--- src/rtl/mem_writeback_pkg.sv ---
// Shared types for the writeback stage: widths, opcodes, the exec_out bus layout and FSM states.
package mem_writeback_pkg;

    localparam int DATA_W = 32;
    localparam int ADDR_W = 10;
    localparam int REG_W  = 3;
    localparam int OPC_W  = 5;
    localparam int EXEC_W = OPC_W + REG_W + DATA_W + 2;
    localparam int CNT_W  = 16;

    localparam logic [OPC_W-1:0] OPC_NOP   = 5'h00;
    localparam logic [OPC_W-1:0] OPC_ADD   = 5'h01;
    localparam logic [OPC_W-1:0] OPC_SUB   = 5'h02;
    localparam logic [OPC_W-1:0] OPC_LOAD  = 5'h03;
    localparam logic [OPC_W-1:0] OPC_STORE = 5'h04;
    localparam logic [OPC_W-1:0] OPC_JUMP  = 5'h05;
    localparam logic [OPC_W-1:0] OPC_HALT  = 5'h1F;

    // Field order gives opcode [41:37], dest [36:34], result [33:2], read_memory [1], write_enable [0].
    typedef struct packed {
        logic [OPC_W-1:0]  opcode;
        logic [REG_W-1:0]  dest;
        logic [DATA_W-1:0] result;
        logic              read_memory;
        logic              write_enable;
    } exec_out_t;

    typedef enum logic [1:0] {
        ST_IDLE      = 2'd0,
        ST_LOAD_WAIT = 2'd1,
        ST_HALTED    = 2'd2
    } wb_state_e;

    function automatic logic is_halt(input exec_out_t e);
        return e.opcode == OPC_HALT;
    endfunction

endpackage

--- src/rtl/mem_writeback_if.sv ---
// Execute-to-writeback bus: instruction handshake, data-memory read port and register-file write port.
interface mem_writeback_if
    import mem_writeback_pkg::*;
();
    logic              exec_valid;
    exec_out_t         exec_in;
    logic              stall;
    logic              mem_rd_req;
    logic [ADDR_W-1:0] mem_rd_addr;
    logic              mem_rd_valid;
    logic [DATA_W-1:0] mem_rd_data;
    logic              rf_we;
    logic [REG_W-1:0]  rf_waddr;
    logic [DATA_W-1:0] rf_wdata;
    logic              halted;
    logic              mem_err;

    modport slave (
        input  exec_valid, exec_in, mem_rd_valid, mem_rd_data,
        output stall, mem_rd_req, mem_rd_addr, rf_we, rf_waddr, rf_wdata, halted, mem_err
    );

    modport master (
        output exec_valid, exec_in, mem_rd_valid, mem_rd_data,
        input  stall, mem_rd_req, mem_rd_addr, rf_we, rf_waddr, rf_wdata, halted, mem_err
    );
endinterface

--- src/rtl/mem_writeback.sv ---
// Retires exec results to the register file and services loads; ALU writes land 1 cycle after accept, load data 1 cycle after mem_rd_valid.
// Backpressure: stall is combinational and high whenever a load is outstanding or the core has halted.
module mem_writeback
    import mem_writeback_pkg::*;
#(
    parameter int LOAD_TIMEOUT = 255
) (
    input  logic           clk,
    input  logic           rst_n,
    mem_writeback_if.slave bus
);

    localparam logic [CNT_W-1:0] TIMEOUT = CNT_W'(LOAD_TIMEOUT);

    wb_state_e         state_q, state_d;
    logic [CNT_W-1:0]  cnt_q, cnt_d, cnt_inc;
    logic [REG_W-1:0]  dest_q, dest_d;
    logic              mem_rd_req_q, mem_rd_req_d;
    logic [ADDR_W-1:0] mem_rd_addr_q, mem_rd_addr_d;
    logic              rf_we_q, rf_we_d;
    logic [REG_W-1:0]  rf_waddr_q, rf_waddr_d;
    logic [DATA_W-1:0] rf_wdata_q, rf_wdata_d;
    logic              halted_q, halted_d;
    logic              mem_err_q, mem_err_d;

    assign cnt_inc = cnt_q + CNT_W'(1);

    always_comb begin
        state_d       = state_q;
        cnt_d         = cnt_q;
        dest_d        = dest_q;
        mem_rd_req_d  = 1'b0;
        mem_rd_addr_d = mem_rd_addr_q;
        rf_we_d       = 1'b0;
        rf_waddr_d    = rf_waddr_q;
        rf_wdata_d    = rf_wdata_q;
        halted_d      = halted_q;
        mem_err_d     = mem_err_q;

        case (state_q)
            ST_IDLE: begin
                if (bus.exec_valid) begin
                    if (is_halt(bus.exec_in)) begin
                        state_d  = ST_HALTED;
                        halted_d = 1'b1;
                    end else if (bus.exec_in.read_memory) begin
                        state_d       = ST_LOAD_WAIT;
                        cnt_d         = '0;
                        dest_d        = bus.exec_in.dest;
                        mem_rd_req_d  = 1'b1;
                        mem_rd_addr_d = bus.exec_in.result[ADDR_W-1:0];
                    end else if (bus.exec_in.write_enable) begin
                        rf_we_d    = 1'b1;
                        rf_waddr_d = bus.exec_in.dest;
                        rf_wdata_d = bus.exec_in.result;
                    end
                end
            end
            ST_LOAD_WAIT: begin
                // A response in the final wait cycle still wins over the timeout.
                if (bus.mem_rd_valid) begin
                    state_d    = ST_IDLE;
                    rf_we_d    = 1'b1;
                    rf_waddr_d = dest_q;
                    rf_wdata_d = bus.mem_rd_data;
                end else begin
                    cnt_d = cnt_inc;
                    if (cnt_inc == TIMEOUT) begin
                        state_d   = ST_IDLE;
                        mem_err_d = 1'b1;
                    end
                end
            end
            ST_HALTED: begin
                state_d = ST_HALTED;
            end
            default: begin
                state_d = ST_IDLE;
            end
        endcase
    end

    always_ff @(posedge clk or negedge rst_n) begin
        if (!rst_n) begin
            state_q       <= ST_IDLE;
            cnt_q         <= '0;
            dest_q        <= '0;
            mem_rd_req_q  <= 1'b0;
            mem_rd_addr_q <= '0;
            rf_we_q       <= 1'b0;
            rf_waddr_q    <= '0;
            rf_wdata_q    <= '0;
            halted_q      <= 1'b0;
            mem_err_q     <= 1'b0;
        end else begin
            state_q       <= state_d;
            cnt_q         <= cnt_d;
            dest_q        <= dest_d;
            mem_rd_req_q  <= mem_rd_req_d;
            mem_rd_addr_q <= mem_rd_addr_d;
            rf_we_q       <= rf_we_d;
            rf_waddr_q    <= rf_waddr_d;
            rf_wdata_q    <= rf_wdata_d;
            halted_q      <= halted_d;
            mem_err_q     <= mem_err_d;
        end
    end

    assign bus.stall       = (state_q != ST_IDLE);
    assign bus.mem_rd_req  = mem_rd_req_q;
    assign bus.mem_rd_addr = mem_rd_addr_q;
    assign bus.rf_we       = rf_we_q;
    assign bus.rf_waddr    = rf_waddr_q;
    assign bus.rf_wdata    = rf_wdata_q;
    assign bus.halted      = halted_q;
    assign bus.mem_err     = mem_err_q;

endmodule

--- src/flat_wrapper.sv ---
// flat-port wrapper written by rule: the top's interface ports become plain ports
module mem_writeback_flat import mem_writeback_pkg::*;
#(
    parameter int LOAD_TIMEOUT = 255
)
  (clk, rst_n, bus_exec_valid, bus_exec_in, bus_mem_rd_valid, bus_mem_rd_data, bus_stall, bus_mem_rd_req, bus_mem_rd_addr, bus_rf_we, bus_rf_waddr, bus_rf_wdata, bus_halted, bus_mem_err);
  mem_writeback_if bus_i ();
  input  logic clk;
  input  logic rst_n;
  input wire logic [$bits(bus_i.exec_valid)-1:0] bus_exec_valid;
  input wire logic [$bits(bus_i.exec_in)-1:0] bus_exec_in;
  input wire logic [$bits(bus_i.mem_rd_valid)-1:0] bus_mem_rd_valid;
  input wire logic [$bits(bus_i.mem_rd_data)-1:0] bus_mem_rd_data;
  output wire logic [$bits(bus_i.stall)-1:0] bus_stall;
  output wire logic [$bits(bus_i.mem_rd_req)-1:0] bus_mem_rd_req;
  output wire logic [$bits(bus_i.mem_rd_addr)-1:0] bus_mem_rd_addr;
  output wire logic [$bits(bus_i.rf_we)-1:0] bus_rf_we;
  output wire logic [$bits(bus_i.rf_waddr)-1:0] bus_rf_waddr;
  output wire logic [$bits(bus_i.rf_wdata)-1:0] bus_rf_wdata;
  output wire logic [$bits(bus_i.halted)-1:0] bus_halted;
  output wire logic [$bits(bus_i.mem_err)-1:0] bus_mem_err;
  assign bus_i.exec_valid = bus_exec_valid;
  assign bus_i.exec_in = bus_exec_in;
  assign bus_i.mem_rd_valid = bus_mem_rd_valid;
  assign bus_i.mem_rd_data = bus_mem_rd_data;
  assign bus_stall = bus_i.stall;
  assign bus_mem_rd_req = bus_i.mem_rd_req;
  assign bus_mem_rd_addr = bus_i.mem_rd_addr;
  assign bus_rf_we = bus_i.rf_we;
  assign bus_rf_waddr = bus_i.rf_waddr;
  assign bus_rf_wdata = bus_i.rf_wdata;
  assign bus_halted = bus_i.halted;
  assign bus_mem_err = bus_i.mem_err;
  mem_writeback #(.LOAD_TIMEOUT(LOAD_TIMEOUT)) u_core (.clk(clk), .rst_n(rst_n), .bus(bus_i));
endmodule
--- config.mk ---
export PLATFORM = sky130hd
export DESIGN_NAME = mem_writeback_flat
export DESIGN_NICKNAME = d
export VERILOG_FILES = /design/src/rtl/mem_writeback_pkg.sv /design/src/rtl/mem_writeback_if.sv /design/src/rtl/mem_writeback.sv /design/src/flat_wrapper.sv
export SDC_FILE = /design/constraint.sdc
export NUM_CORES = 1
export LEC_CHECK = 0
export ABC_AREA = 0
export CAP_MARGIN = 20
export CORE_MARGIN = 3
export CORE_UTILIZATION = 44
export DETAILED_ROUTE_END_ITERATION = 7
export GPL_TIMING_DRIVEN = 1
export PLACE_DENSITY = 0.87
export SLEW_MARGIN = 10
export SYNTH_ARGS = -nofsm -noshare
export SYNTH_HDL_FRONTEND = slang
export SYNTH_SLANG_ARGS = --single-unit
export TNS_END_PERCENT = 100
--- constraint.sdc ---
create_clock -name clk -period 2.4 [get_ports clk]
set_clock_uncertainty 0.1 [all_clocks]
set_input_delay 0.48 -clock clk [delete_from_list [all_inputs] [get_ports clk]]
set_output_delay 0.48 -clock clk [all_outputs]
set_load 0.02 [all_outputs]
==> results of run 1 <==
==> sequential cells by signal, indices dropped and copies added, names as in the netlist <==
register,cells
u_core.bus.mem_err,1
u_core.dest_q,3
u_core.bus.rf_we,1
u_core.bus.rf_waddr,3
u_core.state_q,2
u_core.bus.rf_wdata,32
u_core.cnt_q,16
u_core.bus.mem_rd_addr,10
u_core.bus.halted,1
u_core.bus.mem_rd_req,1
==> cell usage after synthesis, types with 2 or more instances <==
library cell and number:
dfrtp_1 70, nand2_1 56, nor2_1 54, a21oi_1 41, mux2i_1 35, o21ai_0 15
clkbuf_1 11, nand3_1 8, a31oi_1 7, buf_2 7, inv_1 4, xor2_1 4
and3_1 3, nor3_1 3, xnor2_1 3, ha_1 2, o21bai_1 2, o31ai_1 2
==> through the flow <==
step / total power, uW / std cells
finish: 2450 / 580
global route: 2540 / 580
CTS: 2470 / 580
detailed placement: 1530 / 564
global placement: 1520 / 564
floorplan: 1310 / 351
==> cells by family (layout without fill, tap and decap cells) <==
kind of cell	count (synthesis)	after routing	synth area share, %
adder cells (fa/ha/maj)	2	2	0.745
AND/OR/NAND/NOR	137	137	18.6
multiplexers	36	36	10.9
XOR/XNOR	7	7	1.83
buffers and inverters	25	155	3.32
AO/OA/AOI/OAI	74	74	12.5
flip-flops	70	70	52.2
==> worst min-delay path by stage <==
stage,to,cells after the start,startpoint
3_5_place_dp,u_core.bus.halted$_DFFE_PN0P_,1,u_core.bus.halted$_DFFE_PN0P_
3_3_place_gp,u_core.dest_q[0]$_DFFE_PN0P_,2,u_core.dest_q[0]$_DFFE_PN0P_
4_1_cts,u_core.bus.rf_wdata[14]$_DFFE_PN0P_,1,rst_n
6_report,u_core.bus.rf_wdata[14]$_DFFE_PN0P_,1,rst_n
5_1_grt,u_core.bus.rf_wdata[26]$_DFFE_PN0P_,1,rst_n
2_1_floorplan,u_core.bus.halted$_DFFE_PN0P_,0,rst_n
==> power by group <==
part           leakage [uW]  internal, uW  total [uW]  switching [uW]
sequential         0.000956          1200        1210            12.5
combinational       0.00103           175         288             113
clock             0.0000956           481         951             470
==> worst register-to-register path: stages (launching register included) <==
cell	delay (ns)
dfrtp_1	0.43
ha_1	0.31
nand3_4	0.16
nor4_4	0.38
nand3_1	0.12
o31ai_1	0.09
o2111ai_1	0.19
a21o_1	0.21
==> layer usage <==
metal	routed length, um	track usage, %
met1	3650	24.8
met4	231	8.79
met3	555	5.15
met5	0	0
met2	4650	36.2
==> cell type report <==
| type | count | area share [%] |
|---|---|---|
| flip-flops and latches | 70 | 35.3 |
| multi-input cells | 256 | 30.5 |
| repair buffers | 134 | 27.4 |
| clock buffers | 9 | 2.50 |
| well taps | 99 | 2.50 |
| clock inverters | 7 | 1.46 |
| inverters | 5 | 0.379 |
==> results.sh, run 1 <==
export IMPL_cts_resized=0
export IMPL_setup_ws_ns=0.184
export IMPL_worst_slew_pin_slew_ns=0.605
export IMPL_critPathKind="reg -> out"
export IMPL_cts_setup_buffers=0
export IMPL_grt_pass1_vias=2995
export IMPL_synth_ff_type="dfrtp_1"
export IMPL_diodes=0
export IMPL_final_setup_viol_count=0
export IMPL_postPlaceCellArea_mm2=0.00476
export IMPL_syn_avg_cell_area_um2=9.57
export IMPL_clockBufferDepth=2
export IMPL_max_slew_margin_pct=59.7
export IMPL_final_layout_size_suffix_gt1_share_pct=7.28
export IMPL_path_clk_slew_ns=0.08
export IMPL_setup_tns_ns=0
export IMPL_cp_top_family="buffers and inverters"
export IMPL_cts_sinks=70
export IMPL_port_buffers=127
export IMPL_drt_pass1_iterations=4
export IMPL_area_delta_synth_final_pct=47.6
export IMPL_grt_max_degree=48
export IMPL_numCtsBuffers=9
export IMPL_htreeDepth=3
export IMPL_min_period_over_period_pct=92.3
export IMPL_mostFrequentLayoutCell="clkdlybuf4s50_1"
export IMPL_hold_viol=1
export IMPL_powerDensity_mw_per_mm2=495
export IMPL_netlist_cell_type_count=42
export IMPL_grt_pass1_wl_mm=14.1
export IMPL_period_minus_slack_ns=2.22
export IMPL_start_kind="register"
export IMPL_postLayoutCellArea_mm2=0.00496
export IMPL_cp_max_fo=4
export IMPL_pre_cts_slack_ns=0.133
export IMPL_crit_cells=3
export IMPL_hold_buffers=0
export IMPL_syn_num_nets=431
export IMPL_fin_nets=556
export IMPL_yosys_warnings=0
export IMPL_leakage_uw=0.00208
export IMPL_cp_endpoint="bus_stall"
export IMPL_seqCellArea_mm2=0.00175
export IMPL_ir_drop_v=0.000372
export IMPL_rows=31
export IMPL_maxCapViolCount=0
export IMPL_status="finished with violations"
export IMPL_drt_initial_drc_count=176
export IMPL_drc=0
export IMPL_cts_tree="built"
export IMPL_fill_cells=564
export IMPL_via_count=3026
export IMPL_clk_latency_ns=0.35
export IMPL_synth_top_cell_area_share_pct=52.2
export IMPL_r2r_setup_slack_ns=0.31
export IMPL_synth_cells=351
export IMPL_drt_wl_total_mm=9.08
export IMPL_die_height_um=93.4
export IMPL_crit_buf_inv=2
export IMPL_start_util_pct=45.8
export IMPL_wire_per_inst_um=15.7
export IMPL_synth_area_leaders="dfrtp_1 (52%), mux2i_1 (10%), nand2_1 (6.3%)"
export IMPL_die_area_mm2=0.00872
export IMPL_core_mm2=0.00733
export IMPL_track_usage_pct=21.0
export IMPL_ys_seq_elements=70
export IMPL_syn_area_mm2=0.00336
export IMPL_rsz0062_at_grt="false"
export IMPL_critPathMaxStageDelay_ns=0.54
export IMPL_globalRouteOverflowTotal=0
export IMPL_synth_area_leader_cell="dfrtp_1"
export IMPL_r2r_end="u_core.state_q[0]$_DFFE_PN0P_"
export IMPL_rr_startpoint="u_core.cnt_q[0]$_DFFE_PN0P_"
export IMPL_final_util_pct=67.6
export IMPL_multi_input_area_mm2=0.00151
export IMPL_gp_congestion=0.843
export IMPL_ys_async_sr_fraction_pct=100
export IMPL_ys_seq_area_share_pct=52.2
export IMPL_layout_common_cells="clkdlybuf4s50_1 (126), dfrtp_1 (70), nand2_1 (56)"
export IMPL_hold_slack_ns=-0.00194
export IMPL_antenna_left=0
export IMPL_die_w_um=93.4
export IMPL_slew_viol_final=0
export IMPL_required_ns=1.82
export IMPL_worstPathArrival_ns=1.64
export IMPL_r2r_cells=7
export IMPL_crit_slowest_cell="clkdlybuf4s50_1"
export IMPL_place_hpwl_mm=6.76
export IMPL_antenna_found_initial=0
export IMPL_path_cells="nor2_1 > inv_1 > clkdlybuf4s50_1"
export IMPL_fmax_mhz=451
export IMPL_critical_path_startpoint="u_core.state_q[1]$_DFFE_PN0P_"
export IMPL_clockRootBuffer="clkbuf_8"
export IMPL_holdCritPathClass="in -> async"
export IMPL_synth_edf_count=0
export IMPL_vias_per_cell=5.22
export IMPL_cp_end_kind="primary output"
export IMPL_ios=128
export IMPL_violations="hold timing"
Note: power is estimated with default switching activity, not from simulation.
==> run 2, diff against run 1 <==
--- a/config.mk
+++ b/config.mk
@@ -10,7 +10,6 @@
 export CORE_MARGIN = 3
 export CORE_UTILIZATION = 44
 export DETAILED_ROUTE_END_ITERATION = 7
-export GPL_TIMING_DRIVEN = 1
 export PLACE_DENSITY = 0.87
 export SLEW_MARGIN = 10
 export SYNTH_ARGS = -nofsm -noshare
==> results of run 2 <==
Final layout, timing and power as in run 1 (identical DEF).
